**config.mk**
```make
export PLATFORM = sky130hd
export DESIGN_NAME = reaction_ctrl_flat
export DESIGN_NICKNAME = d
export VERILOG_FILES = /design/src/rtl/reaction_ctrl_pkg.sv /design/src/rtl/reaction_ctrl_if.sv /design/src/rtl/reaction_ctrl_ms_tick_gen.sv /design/src/rtl/reaction_ctrl.sv /design/src/flat_wrapper.sv
export SDC_FILE = /design/constraint.sdc
export NUM_CORES = 1
export LEC_CHECK = 0
export ABC_CLOCK_PERIOD_IN_PS = 4200
export CAP_MARGIN = 20
export CORE_ASPECT_RATIO = 2
export CORE_MARGIN = 2
export CORE_UTILIZATION = 52
export CTS_BUF_LIST = sky130_fd_sc_hd__clkbuf_16
export DETAILED_ROUTE_END_ITERATION = 10
export HOLD_SLACK_MARGIN = 0.02
export PLACE_DENSITY = 0.82
export SLEW_MARGIN = 15
export SYNTH_ARGS = -nofsm -noshare
export SYNTH_HDL_FRONTEND = slang
export SYNTH_SLANG_ARGS = --single-unit
```
**constraint.sdc**
```tcl
create_clock -name clk -period 4.2 [get_ports clk]
set_input_delay 0.63 -clock clk [delete_from_list [all_inputs] [get_ports clk]]
set_output_delay 0.63 -clock clk [all_outputs]
set_load 0.03 [all_outputs]
```
**src/rtl/reaction_ctrl_pkg.sv**
```systemverilog
// Shared state type, LFSR constants and sizing helper for the reaction-timer controller.
package reaction_pkg;

  typedef enum logic [2:0] {
    IDLE,
    ARM,
    STIM,
    DONE,
    EARLY
  } state_t;

  localparam logic [15:0] LFSR_SEED = 16'hACE1;
  // Fibonacci taps 16,14,13,11 expressed as bit positions 15,13,12,10
  localparam logic [15:0] LFSR_TAPS = 16'hB400;

  // Bits needed to hold the longest pre-stimulus delay: min_ms + 2^rand_bits - 1.
  function automatic int delay_width(input int min_ms, input int rand_bits);
    int max_val;
    int n;
    max_val = min_ms + (1 << rand_bits) - 1;
    n = 1;
    for (int i = 1; i < 31; i++) begin
      if ((max_val >> i) != 0) n = i + 1;
    end
    return n;
  endfunction

endpackage

```
**src/rtl/reaction_ctrl_if.sv**
```systemverilog
// Trial control and result bus between the button/display logic and reaction_ctrl.
// Inputs are single-cycle edge pulses; outputs are registered levels plus a result pulse.
interface reaction_if #(
  parameter int RES_W = 14
);
  logic             start_rise;
  logic             resp_rise;
  logic             stim_led;
  logic             busy;
  logic [RES_W-1:0] result_ms;
  logic             result_valid;
  logic             early_fault;
  logic             timeout;

  modport slave (
    input  start_rise, resp_rise,
    output stim_led, busy, result_ms, result_valid, early_fault, timeout
  );

  modport master (
    output start_rise, resp_rise,
    input  stim_led, busy, result_ms, result_valid, early_fault, timeout
  );
endinterface

```
**src/rtl/reaction_ctrl_ms_tick_gen.sv**
```systemverilog
// Millisecond prescaler: one-cycle tick every TICK_DIV clocks, no flow control.
// clr restarts the count so the next tick is a full period away.
module ms_tick_gen #(
  parameter int TICK_DIV = 100000
) (
  input  logic clk,
  input  logic rst_n,
  input  logic clr,
  output logic tick
);
  localparam int CW = (TICK_DIV > 1) ? $clog2(TICK_DIV) : 1;

  logic [CW-1:0] cnt_q, cnt_d;

  assign tick = (cnt_q == CW'(TICK_DIV - 1));

  always_comb begin
    cnt_d = cnt_q + CW'(1);
    if (clr || tick) cnt_d = '0;
  end

  always_ff @(posedge clk or negedge rst_n) begin
    if (!rst_n) cnt_q <= '0;
    else        cnt_q <= cnt_d;
  end
endmodule

```
**src/rtl/reaction_ctrl.sv**
```systemverilog
// Reaction-timer trial sequencer: random delay, stimulus, ms measurement, fault/timeout report.
// Outputs are registered and change one cycle after the sampled input pulse; no backpressure.
module reaction_ctrl
  import reaction_pkg::*;
#(
  parameter int CLK_HZ       = 100000000,
  parameter int TICK_DIV     = CLK_HZ / 1000,
  parameter int MIN_DELAY_MS = 1000,
  parameter int RAND_BITS    = 11,
  parameter int MAX_MS       = 9999,
  parameter int RES_W        = 14
) (
  input logic      clk,
  input logic      rst_n,
  reaction_if.slave bus
);
  localparam int DLY_W = delay_width(MIN_DELAY_MS, RAND_BITS);

  state_t           state_q, state_d;
  logic [15:0]      lfsr_q;
  logic [DLY_W-1:0] delay_q, delay_d;
  logic [RES_W-1:0] ms_q, ms_d;
  logic [RES_W-1:0] result_q, result_d;
  logic             rvld_q, rvld_d;
  logic             early_q, early_d;
  logic             tmo_q, tmo_d;
  logic             tick;
  logic             tick_clr;

  // Restarting the prescaler on every state change keeps the first ms after entry full length.
  assign tick_clr = (state_d != state_q);

  ms_tick_gen #(.TICK_DIV(TICK_DIV)) u_tick (
    .clk  (clk),
    .rst_n(rst_n),
    .clr  (tick_clr),
    .tick (tick)
  );

  always_comb begin
    state_d  = state_q;
    delay_d  = delay_q;
    ms_d     = ms_q;
    result_d = result_q;
    rvld_d   = 1'b0;
    early_d  = early_q;
    tmo_d    = tmo_q;
    case (state_q)
      IDLE, DONE, EARLY: begin
        if (bus.start_rise) begin
          state_d = ARM;
          delay_d = DLY_W'(MIN_DELAY_MS) + DLY_W'(lfsr_q[RAND_BITS-1:0]);
          early_d = 1'b0;
          tmo_d   = 1'b0;
        end
      end
      ARM: begin
        if (bus.resp_rise) begin
          state_d = EARLY;
          early_d = 1'b1;
        end else if (tick) begin
          // The tick that exhausts the delay also lights the stimulus.
          if (delay_q <= DLY_W'(1)) begin
            state_d = STIM;
            ms_d    = '0;
          end else begin
            delay_d = delay_q - DLY_W'(1);
          end
        end
      end
      STIM: begin
        if (bus.resp_rise) begin
          result_d = ms_q;
          rvld_d   = 1'b1;
          state_d  = DONE;
        end else if (tick) begin
          if (ms_q == RES_W'(MAX_MS)) begin
            result_d = RES_W'(MAX_MS);
            rvld_d   = 1'b1;
            tmo_d    = 1'b1;
            state_d  = DONE;
          end else begin
            ms_d = ms_q + RES_W'(1);
          end
        end
      end
      default: state_d = IDLE;
    endcase
  end

  always_ff @(posedge clk or negedge rst_n) begin
    if (!rst_n) begin
      state_q  <= IDLE;
      lfsr_q   <= LFSR_SEED;
      delay_q  <= '0;
      ms_q     <= '0;
      result_q <= '0;
      rvld_q   <= 1'b0;
      early_q  <= 1'b0;
      tmo_q    <= 1'b0;
    end else begin
      state_q  <= state_d;
      lfsr_q   <= {lfsr_q[14:0], ^(lfsr_q & LFSR_TAPS)};
      delay_q  <= delay_d;
      ms_q     <= ms_d;
      result_q <= result_d;
      rvld_q   <= rvld_d;
      early_q  <= early_d;
      tmo_q    <= tmo_d;
    end
  end

  assign bus.stim_led     = (state_q == STIM);
  assign bus.busy         = (state_q == ARM) || (state_q == STIM);
  assign bus.result_ms    = result_q;
  assign bus.result_valid = rvld_q;
  assign bus.early_fault  = early_q;
  assign bus.timeout      = tmo_q;
endmodule

```
**src/flat_wrapper.sv**
```systemverilog
// flat-port wrapper written by rule: the top's interface ports become plain ports
module reaction_ctrl_flat import reaction_pkg::*;
#(
  parameter int CLK_HZ       = 100000000,
  parameter int TICK_DIV     = CLK_HZ / 1000,
  parameter int MIN_DELAY_MS = 1000,
  parameter int RAND_BITS    = 11,
  parameter int MAX_MS       = 9999,
  parameter int RES_W        = 14
)
  (clk, rst_n, bus_start_rise, bus_resp_rise, bus_stim_led, bus_busy, bus_result_ms, bus_result_valid, bus_early_fault, bus_timeout);
  reaction_if #(.RES_W(RES_W)) bus_i ();
  input logic clk;
  input logic rst_n;
  input wire logic [$bits(bus_i.start_rise)-1:0] bus_start_rise;
  input wire logic [$bits(bus_i.resp_rise)-1:0] bus_resp_rise;
  output wire logic [$bits(bus_i.stim_led)-1:0] bus_stim_led;
  output wire logic [$bits(bus_i.busy)-1:0] bus_busy;
  output wire logic [$bits(bus_i.result_ms)-1:0] bus_result_ms;
  output wire logic [$bits(bus_i.result_valid)-1:0] bus_result_valid;
  output wire logic [$bits(bus_i.early_fault)-1:0] bus_early_fault;
  output wire logic [$bits(bus_i.timeout)-1:0] bus_timeout;
  assign bus_i.start_rise = bus_start_rise;
  assign bus_i.resp_rise = bus_resp_rise;
  assign bus_stim_led = bus_i.stim_led;
  assign bus_busy = bus_i.busy;
  assign bus_result_ms = bus_i.result_ms;
  assign bus_result_valid = bus_i.result_valid;
  assign bus_early_fault = bus_i.early_fault;
  assign bus_timeout = bus_i.timeout;
  reaction_ctrl #(.CLK_HZ(CLK_HZ), .TICK_DIV(TICK_DIV), .MIN_DELAY_MS(MIN_DELAY_MS), .RAND_BITS(RAND_BITS), .MAX_MS(MAX_MS), .RES_W(RES_W)) u_core (.clk(clk), .rst_n(rst_n), .bus(bus_i));
endmodule
```
==> qor_table.md, run 1 <==
| Step | Metric | Value |
|:---|:---|:---|
| placement | Port-buffer cells | 22 |
| setup path | Critical path origin | u_core.state_q[0] |
| floorplan | Die footprint | 0.00818 mm^2 |
| outcome | Status | finished clean |
| layout | Layout overhead on the synthesized area | 14.4% |
| logic synthesis | Count of cell types in the netlist | 60 |
| logic synthesis | Number of synthesis warnings | 0 |
| logic synthesis | Proportion of netlist area held by the largest area contributor | 45.9% |
| logic synthesis | Async set-reset flop share out of synthesis | 100% |
| power | Max rail drop VDD | 0.000258 V |
| route | DRT iter0 DRCs | 269 |
| setup path | Classification of the worst setup path | register to primary output |
| setup path | Reg-to-reg critical path endpoint | u_core.delay_q[3] |
| placement | Post-place instance area | 0.00411 mm^2 |
| hold path | Worst Hold Class | register to register |
| setup path | Element type at the critical path start | register |
| layout | Share of layout cells above drive strength 1 | 9.61% |
| logic synthesis | Count of flip-flops with a built-in enable after synthesis | 0 |
| floorplan | Die height | 126 um |
| logic synthesis | Post-synthesis register bit count | 79 |
| logic synthesis | Top area cells in the synthesized netlist | sky130_fd_sc_hd__dfrtp_1 46%, sky130_fd_sc_hd__dfstp_2 5.4%, sky130_fd_sc_hd__nor2_1 3.9% |
| route | Via count normalized by instance count | 6.16 |
| route | DR WL/cell | 16.6 um |
| setup path | End point of the critical path | bus_stim_led |
| grt | Vias in the first global route | 2959 |
| timing | Count of endpoints failing hold in the final timing report | 0 |
| timing | Relative slew margins | 35.4% |
| timing | Unrepaired setup endpoints after global routing | false |
| setup path | Worst R2R Setup Slack | 1.67 ns |
| placement | Placed wire-length estimate | 5.67 mm |
| grt | Wire length of the first global-routing pass | 14.2 mm |
| grt | Total congestion overflow | 0 |
| clock network | CTS HTree Levels | 3 |
| route | WL met2 | 4.57 mm |
| timing | Slew at the pin closest to its max-slew limit | 0.969 ns |
| flow run | # Max-Cap Violations | 0 |
| clock network | CTS clock-pin slew for the worst setup and hold paths | 0.06 ns |
| logic synthesis | Commonest register cell after synthesis | sky130_fd_sc_hd__dfrtp_1 |
| setup path | Maximum fanout along the worst path | 14 |
| clock network | CTS buffer count | 9 |
| floorplan | Chip Width | 65.0 um |
| route | Antenna-violating nets left | 0 |
| route | Wire length reported by the detailed router | 8.26 mm |
| grt | Number of antenna violations at the first check in global routing | 0 |
| floorplan | IO Pins | 23 |
| clock network | CTS Sinks | 79 |
| layout | Count of nets after finishing | 410 |
| layout | Final design instance area without fill | 0.00443 mm^2 |
| route | Detail Route met3 WL | 325 um |
| logic synthesis | Syn Area/Cell | 9.99 um^2 |
| logic synthesis | Yosys top cell by area | sky130_fd_sc_hd__dfrtp_1 |
| layout | Diode insertion count for antenna repair | 0 |
| clock network | Clock Latency Late Sink | 0.34 ns |
| route | Top routing layer in use | met4 |
| logic synthesis | Top cells by instance count after synthesis | 71 x sky130_fd_sc_hd__dfrtp_1, 40 x sky130_fd_sc_hd__nor2_1, 34 x sky130_fd_sc_hd__nand2_1, 27 x sky130_fd_sc_hd__o21ai_0, 16 x sky130_fd_sc_hd__nand3_1 |
| layout | Number of filler instances in the final layout | 575 |
| timing | Setup Total Neg Slack | 0 ns |
| logic synthesis | Syn_nets | 396 |
| setup path | Number of cell instances on the worst register-to-register path | 7 |
| timing | Final Setup Violations | 0 |
| route | Total routed wire length on the met1 layer | 3.13 mm |
| floorplan | Standard-cell row count | 44 |
| logic synthesis | Gate count after technology mapping | 387 |
| floorplan | Std-Cell Core Area | 0.00721 mm^2 |
| logic synthesis | Proportion of synthesized chip area in sequential cells | 51.4% |
| timing | Period Utilization, post-route | 73.2% |
| clock network | Number of hold buffers added after CTS | 0 |
| clock network | Clock Tree Root | sky130_fd_sc_hd__clkbuf_16 |
| route | DRC errors left | 0 |
| placement | Global placer's final weighted congestion | 0.923 |
| power | Power after layout | 2010 uW |
| grt | Combined global-route utilization of all metal layers | 22.3% |
| clock network | Worst-case clock buffer depth | 2 |
| route | Routed via count | 3066 |
| placement | Count of placed standard cells including taps | 482 |
| setup path | Startpoint of the lowest-slack register-to-register path | u_core.u_tick.cnt_q[0] |
| clock network | Cts repair resizes | 0 |
| timing | Max Clock Freq | 325 MHz |
| setup path | Critical Path End Type | primary output |
| clock network | CTS tree | done |
| clock network | Setup Buffers After CTS | 0 |
| timing | Pins Over Slew Limit | 0 |
| floorplan | Effective utilization at floorplan | 53.6% |
| power | Leak pwr | 0.00190 uW |
| logic synthesis | Mapped cell area | 0.00387 mm^2 |
| logic synthesis | Most common cell in the synthesized netlist | sky130_fd_sc_hd__dfrtp_1 |
| timing | Final setup skew | 0.00417 ns |
| power | Pwr/cell area | 453 mW/mm^2 |
| grt | Largest net degree at the start of global routing | 80 |
| setup path | Critical path required time | 3.57 ns |
| setup path | Arrival time at the worst endpoint | 2.44 ns |
| layout | Final cell count without fillers | 498 |
| route | Number of search-and-repair iterations in the first detailed-routing pass | 5 |
| timing | Final critical-path required period | 3.07 ns |
power by group:
part | switching, uW | internal, uW | total, uW
registers | 56.0 | 817 | 873
logic | 204 | 116 | 320
clock network | 298 | 515 | 813
sequential cells by signal, summed over array words and instances, names as in the netlist:
name and count:
u_core.lfsr_q 16, u_core.bus.result_ms 14, u_core.ms_q 14, u_core.state_q 3
u_core.bus.result_valid 1, u_core.delay_q 12, u_core.u_tick.cnt_q 17, u_core.bus.timeout 1
u_core.bus.early_fault 1
layer usage:
| layer | up-vias | global-route usage [%] |
|---|---|---|
| met3 | 23 | 5.54 |
| met5 | - | 0 |
| met4 | 0 | 10.9 |
| met2 | 97 | 38.1 |
| met1 | 1522 | 25.3 |
| li1 | 1424 | - |
worst min-delay path by stage:
stage	from	end	cells after the start
6_report	u_core.lfsr_q[14]	u_core.lfsr_q[15]	0
5_1_grt	u_core.lfsr_q[14]	u_core.lfsr_q[15]	0
4_1_cts	u_core.lfsr_q[14]	u_core.lfsr_q[15]	0
3_5_place_dp	u_core.lfsr_q[14]	u_core.lfsr_q[15]	0
3_3_place_gp	u_core.lfsr_q[14]	u_core.lfsr_q[15]	0
2_1_floorplan	rst_n	u_core.bus.early_fault	0
cell usage in the layout (no fill, tap or decap), types with 3 or more instances in the layout:
cell type / Yosys / final
sky130_fd_sc_hd__a22o_1: 9 / 9
sky130_fd_sc_hd__nand3_1: 16 / 16
sky130_fd_sc_hd__and3_1: 11 / 11
sky130_fd_sc_hd__inv_1: 6 / 7
sky130_fd_sc_hd__a31oi_1: 8 / 8
sky130_fd_sc_hd__dfrtp_1: 71 / 71
sky130_fd_sc_hd__clkbuf_16: 0 / 9
sky130_fd_sc_hd__o21ai_0: 27 / 27
sky130_fd_sc_hd__nor4_1: 4 / 4
sky130_fd_sc_hd__nor3_1: 10 / 10
sky130_fd_sc_hd__o31ai_1: 6 / 6
sky130_fd_sc_hd__dfstp_2: 8 / 8
sky130_fd_sc_hd__nand2b_1: 4 / 4
sky130_fd_sc_hd__o211ai_1: 3 / 3
sky130_fd_sc_hd__xnor2_1: 7 / 7
sky130_fd_sc_hd__nor2_1: 40 / 40
sky130_fd_sc_hd__a21oi_1: 14 / 14
sky130_fd_sc_hd__xor2_1: 15 / 15
sky130_fd_sc_hd__nand2_1: 34 / 34
sky130_fd_sc_hd__ha_1: 5 / 5
sky130_fd_sc_hd__or3_1: 3 / 3
sky130_fd_sc_hd__clkdlybuf4s50_1: 0 / 21
sky130_fd_sc_hd__o22a_1: 9 / 9
sky130_fd_sc_hd__and4bb_2: 3 / 3
sky130_fd_sc_hd__o21a_1: 3 / 3
sky130_fd_sc_hd__nand4_1: 9 / 9
logic make-up after synthesis:
kind of cell,after synthesis,share of synthesized area [%]
multiplexers,3,0.809
XOR/XNOR,22,4.98
buffers and inverters,27,3.17
AND/OR/NAND/NOR,154,21.1
adder cells (fa/ha/maj),5,1.62
flip-flops,79,51.4
AO/OA/AOI/OAI,97,17.0
worst max-delay path, cell delays in order (launching register included):
cell and delay [ns]:
sky130_fd_sc_hd__dfrtp_1 0.49, sky130_fd_sc_hd__nor2_1 0.21, sky130_fd_sc_hd__nand2_1 0.33, sky130_fd_sc_hd__inv_1 0.34, sky130_fd_sc_hd__clkdlybuf4s50_1 0.73
final cells by class:
cell class | count | area [um^2] | share of cell area, %
flip-flops and latches | 79 | 1990 | 44.9
multi-input cells | 281 | 1760 | 39.7
clock buffers | 9 | 225 | 5.09
repair buffers | 23 | 225 | 5.09
well taps | 92 | 115 | 2.60
clock inverters | 7 | 88.8 | 2.01
inverters | 7 | 26.3 | 0.594
through the flow:
stage          hold WS (ns)  worst slack [ns]  utilization, %
4_1_cts               0.354              1.15            61.4
5_1_grt               0.368             0.979            61.4
3_5_place_dp          0.340              1.52            57.0
2_1_floorplan         0.333              2.12               -
6_report              0.352              1.13            61.4
3_3_place_gp          0.339              1.59            57.0
(Power assumes the default switching activity.)
==> inputs of run 2 (changes only) <==
--- a/config.mk
+++ b/config.mk
@@ -5,7 +5,7 @@
 export SDC_FILE = /design/constraint.sdc
 export NUM_CORES = 1
 export LEC_CHECK = 0
-export ABC_CLOCK_PERIOD_IN_PS = 4200
+export ABC_CLOCK_PERIOD_IN_PS = 2700
 export CAP_MARGIN = 20
 export CORE_ASPECT_RATIO = 2
 export CORE_MARGIN = 2
@@ -13,7 +13,7 @@
 export CTS_BUF_LIST = sky130_fd_sc_hd__clkbuf_16
 export DETAILED_ROUTE_END_ITERATION = 10
 export HOLD_SLACK_MARGIN = 0.02
-export PLACE_DENSITY = 0.82
+export PLACE_DENSITY = 0.85
 export SLEW_MARGIN = 15
 export SYNTH_ARGS = -nofsm -noshare
 export SYNTH_HDL_FRONTEND = slang
==> constraint.sdc (replaced) <==
create_clock -name clk -period 2.7 [get_ports clk]
set_input_delay 0.405 -clock clk [delete_from_list [all_inputs] [get_ports clk]]
set_output_delay 0.405 -clock clk [all_outputs]
set_load 0.03 [all_outputs]
==> run 2 against run 1 <==
Compared with the run above:
- critical path depth unchanged
- final cell count is 1.2% higher
- critical path type unchanged
- total power is 62% higher
- global-route usage is 1.2 points higher
- die area stayed put
- register-to-register slack lost 1.4 ns
- clock-buffer cell count stayed put
- critical endpoint is now bus_busy
- setup slack worse by 1.0 ns
- clock power increased by 70%
- combinational power up 62%
==> qor_table.md, run 2 (same netlist as run 1, synthesis figures left out) <==
| Step | Metric | Value | Change |
|:---|:---|:---|:---|
| placement | Placement-stage worst setup slack | 0.251 ns | -1.27 ns |
| layout | Flip-flop count of the largest register after layout | 17 | unchanged |
| timing | Period Utilization, post-route | 96.0% |  |
| setup path | Worst path bufs/invs | 1 | -1 |
| setup path | Maximum fanout along the worst path | 11 | -3 |
| clock network | CTS Sinks | 79 | unchanged |
| floorplan | Die footprint | 0.00818 mm^2 | unchanged |
| timing | Final setup skew | 0.00945 ns | +0.00528 ns |
| timing | Final Setup Violations | 0 | unchanged |
| setup path | Max stage delay on crit path | 0.67 ns | -0.06 ns |
| layout | Share of layout cells above drive strength 1 | 11.2% | +1.6 points |
| layout | Register with the most flip-flops | u_core.u_tick.cnt_q |  |
| layout | Layout overhead on the synthesized area | 16.4% |  |
| setup path | Arrival time at the worst endpoint | 2.19 ns | -0.25 ns |
| layout | Diode insertion count for antenna repair | 0 | unchanged |
| timing | Slew at the pin closest to its max-slew limit | 0.969 ns | -0.000170 ns |
| layout | Largest registers | u_core.u_tick.cnt_q (17), u_core.lfsr_q (16) |  |
| placement | Global placer's final weighted congestion | 0.882 | -4.4% |
| timing | Relative slew margins | 35.4% | about the same |
| route | Routed via count | 3098 | +1.0% |
| setup path | Reg-to-reg critical path endpoint | u_core.delay_q[3] |  |
| clock network | CTS buffer count | 9 | unchanged |
| placement | Count of placed standard cells including taps | 488 | +1.2% |
| timing | Max Clock Freq | 386 MHz |  |
| grt | Number of antenna violations at the first check in global routing | 0 | unchanged |
| timing | Unrepaired setup endpoints after global routing | false |  |
| grt | Vias in the first global route | 3109 | +5.1% |
| grt | Wire length of the first global-routing pass | 14.9 mm | +4.8% |
| timing | Setup Total Neg Slack | 0 ns | unchanged |
| floorplan | Std-Cell Core Area | 0.00721 mm^2 | unchanged |
| clock network | Clock Latency Late Sink | 0.34 ns | about the same |
| power | Leak pwr | 0.00194 uW | +2.4% |
| floorplan | IO Pins | 23 | unchanged |
| clock network | CTS clock-pin slew for the worst setup and hold paths | 0.06 ns | about the same |
| clock network | Number of hold buffers added after CTS | 0 | unchanged |
| layout | Final cell count without fillers | 504 | +1.2% |
| power | Power after layout | 3260 uW | +62% |
| route | DRT iter0 DRCs | 377 | +40% |
| floorplan | Die height | 126 um | unchanged |
| setup path | Classification of the worst setup path | register to primary output |  |
| timing | Count of endpoints failing hold in the final timing report | 0 | unchanged |
| power | Max rail drop VDD | 0.000379 V | +47% |
| route | Via count normalized by instance count | 6.15 | -0.16% |
| grt | Total congestion overflow | 0 | unchanged |
| route | WL met2 | 4.63 mm | +1.3% |
| clock network | Setup Buffers After CTS | 0 | unchanged |
| layout | Commonest non-fill, non-tap cell in the layout | sky130_fd_sc_hd__dfrtp_1 |  |
| placement | Placed wire-length estimate | 5.90 mm | +4.1% |
| clock network | CTS HTree Levels | 3 | unchanged |
| timing | Final critical-path required period | 2.59 ns |  |
| grt | Largest net degree at the start of global routing | 80 | unchanged |
| placement | Port-buffer cells | 22 | unchanged |
| route | Antenna-violating nets left | 0 | unchanged |
| setup path | Critical Path End Type | primary output |  |
| floorplan | Chip Width | 65.0 um | unchanged |
| clock network | Worst-case clock buffer depth | 2 | unchanged |
| layout | Count of nets after finishing | 416 | +1.5% |
| outcome | Status | finished clean |  |
| route | Total routed wire length on the met1 layer | 3.30 mm | +5.3% |
| setup path | Startpoint of the lowest-slack register-to-register path | u_core.u_tick.cnt_q[0] |  |
| route | Number of search-and-repair iterations in the first detailed-routing pass | 5 | unchanged |
| setup path | Element type at the critical path start | register |  |
| setup path | Worst R2R Setup Slack | 0.30 ns | -1.37 ns |
| grt | Combined global-route utilization of all metal layers | 23.4% | +1.2 points |
| route | DRC errors left | 0 | unchanged |
| route | Top routing layer in use | met4 |  |
| layout | Top library cells by usage in the layout, fill and taps aside | 70 x sky130_fd_sc_hd__dfrtp_1, 40 x sky130_fd_sc_hd__nor2_1, 34 x sky130_fd_sc_hd__nand2_1, 27 x sky130_fd_sc_hd__o21ai_0, 21 x sky130_fd_sc_hd__clkdlybuf4s50_1 |  |
| setup path | Logic depth of the worst path, buffers included | 4 | unchanged |
| clock network | CTS tree | done |  |
| setup path | Cell type group with the largest total delay on the critical path | simple AND/OR/NAND/NOR gates |  |
| floorplan | Effective utilization at floorplan | 53.6% | unchanged |
| clock network | Clock Tree Root | sky130_fd_sc_hd__clkbuf_16 |  |
| route | Wire length reported by the detailed router | 8.62 mm | +4.4% |
| timing | Final setup margin | 0.108 ns | -1.02 ns |
| hold path | Worst Hold Class | input pin to asynchronous set/reset pin |  |
| setup path | Critical path required time | 2.30 ns | -1.27 ns |
| power | Pwr/cell area | 724 mW/mm^2 | +60% |
| clock network | Cts repair resizes | 0 | unchanged |
| floorplan | Standard-cell row count | 44 | unchanged |
| setup path | CP cell instances | nand2b_1 -> or2_2 -> nand2_1 -> clkdlybuf4s50_1 |  |
| setup path | End point of the critical path | bus_busy |  |
| timing | Pins Over Slew Limit | 0 | unchanged |
| setup path | Max stage delay cell, worst path | sky130_fd_sc_hd__clkdlybuf4s50_1 |  |
| setup path | Number of cell instances on the worst register-to-register path | 7 | unchanged |
| flow run | # Max-Cap Violations | 0 | unchanged |
| route | Detail Route met3 WL | 351 um | +8.0% |
| setup path | Critical path origin | u_core.state_q[2] |  |
| route | DR WL/cell | 17.1 um | +3.1% |
## run 2: changes by cell type in the layout (fill, tap and decap cells not counted), sizes merged
cell      change
clkinv        -2
buf           +6
bufinv        +1
inv           +2
clkinvlp      -1
## run 2: report_power, final
part / internal (uW) / total (uW) / switching (uW)
sequential: 1270 / 1360 / 87.6
combinational: 187 / 518 / 331
clock: 905 / 1380 / 476
## run 2: per-stage QoR
step	instance area, um^2	util, %	hold WS, ns
6_report	4500	62.4	0.206
5_1_grt	4500	62.4	0.300
4_1_cts	4500	62.4	0.256
3_5_place_dp	4160	57.6	0.346
3_3_place_gp	4160	57.6	0.339
2_1_floorplan	3870	-	0.109
## run 2: how the worst min path moves through the flow
stage	slack (ns)	depth (start not counted)	to
2_1_floorplan	0.11	0	u_core.bus.early_fault
3_3_place_gp	0.34	0	u_core.lfsr_q[15]
3_5_place_dp	0.35	0	u_core.lfsr_q[15]
4_1_cts	0.26	1	u_core.u_tick.cnt_q[11]
5_1_grt	0.30	1	u_core.u_tick.cnt_q[9]
6_report	0.21	1	u_core.u_tick.cnt_q[8]
## run 2: cell type report
cell class                 count  area [um^2]
multi-input combinational    281         1760
tap                           92          115
timing repair buffer          29          270
fill                         554         2710
clock inverter                 7          119
clock buffer                   9          225
sequential                    79         1990
inverter                       7         26.3
## run 2: per-layer routing
metal,track usage (%),vias to the layer above
li1,-,1442
met1,25.8,1546
met2,40.2,83
met3,5.63,27
met4,13.1,0
met5,0,-
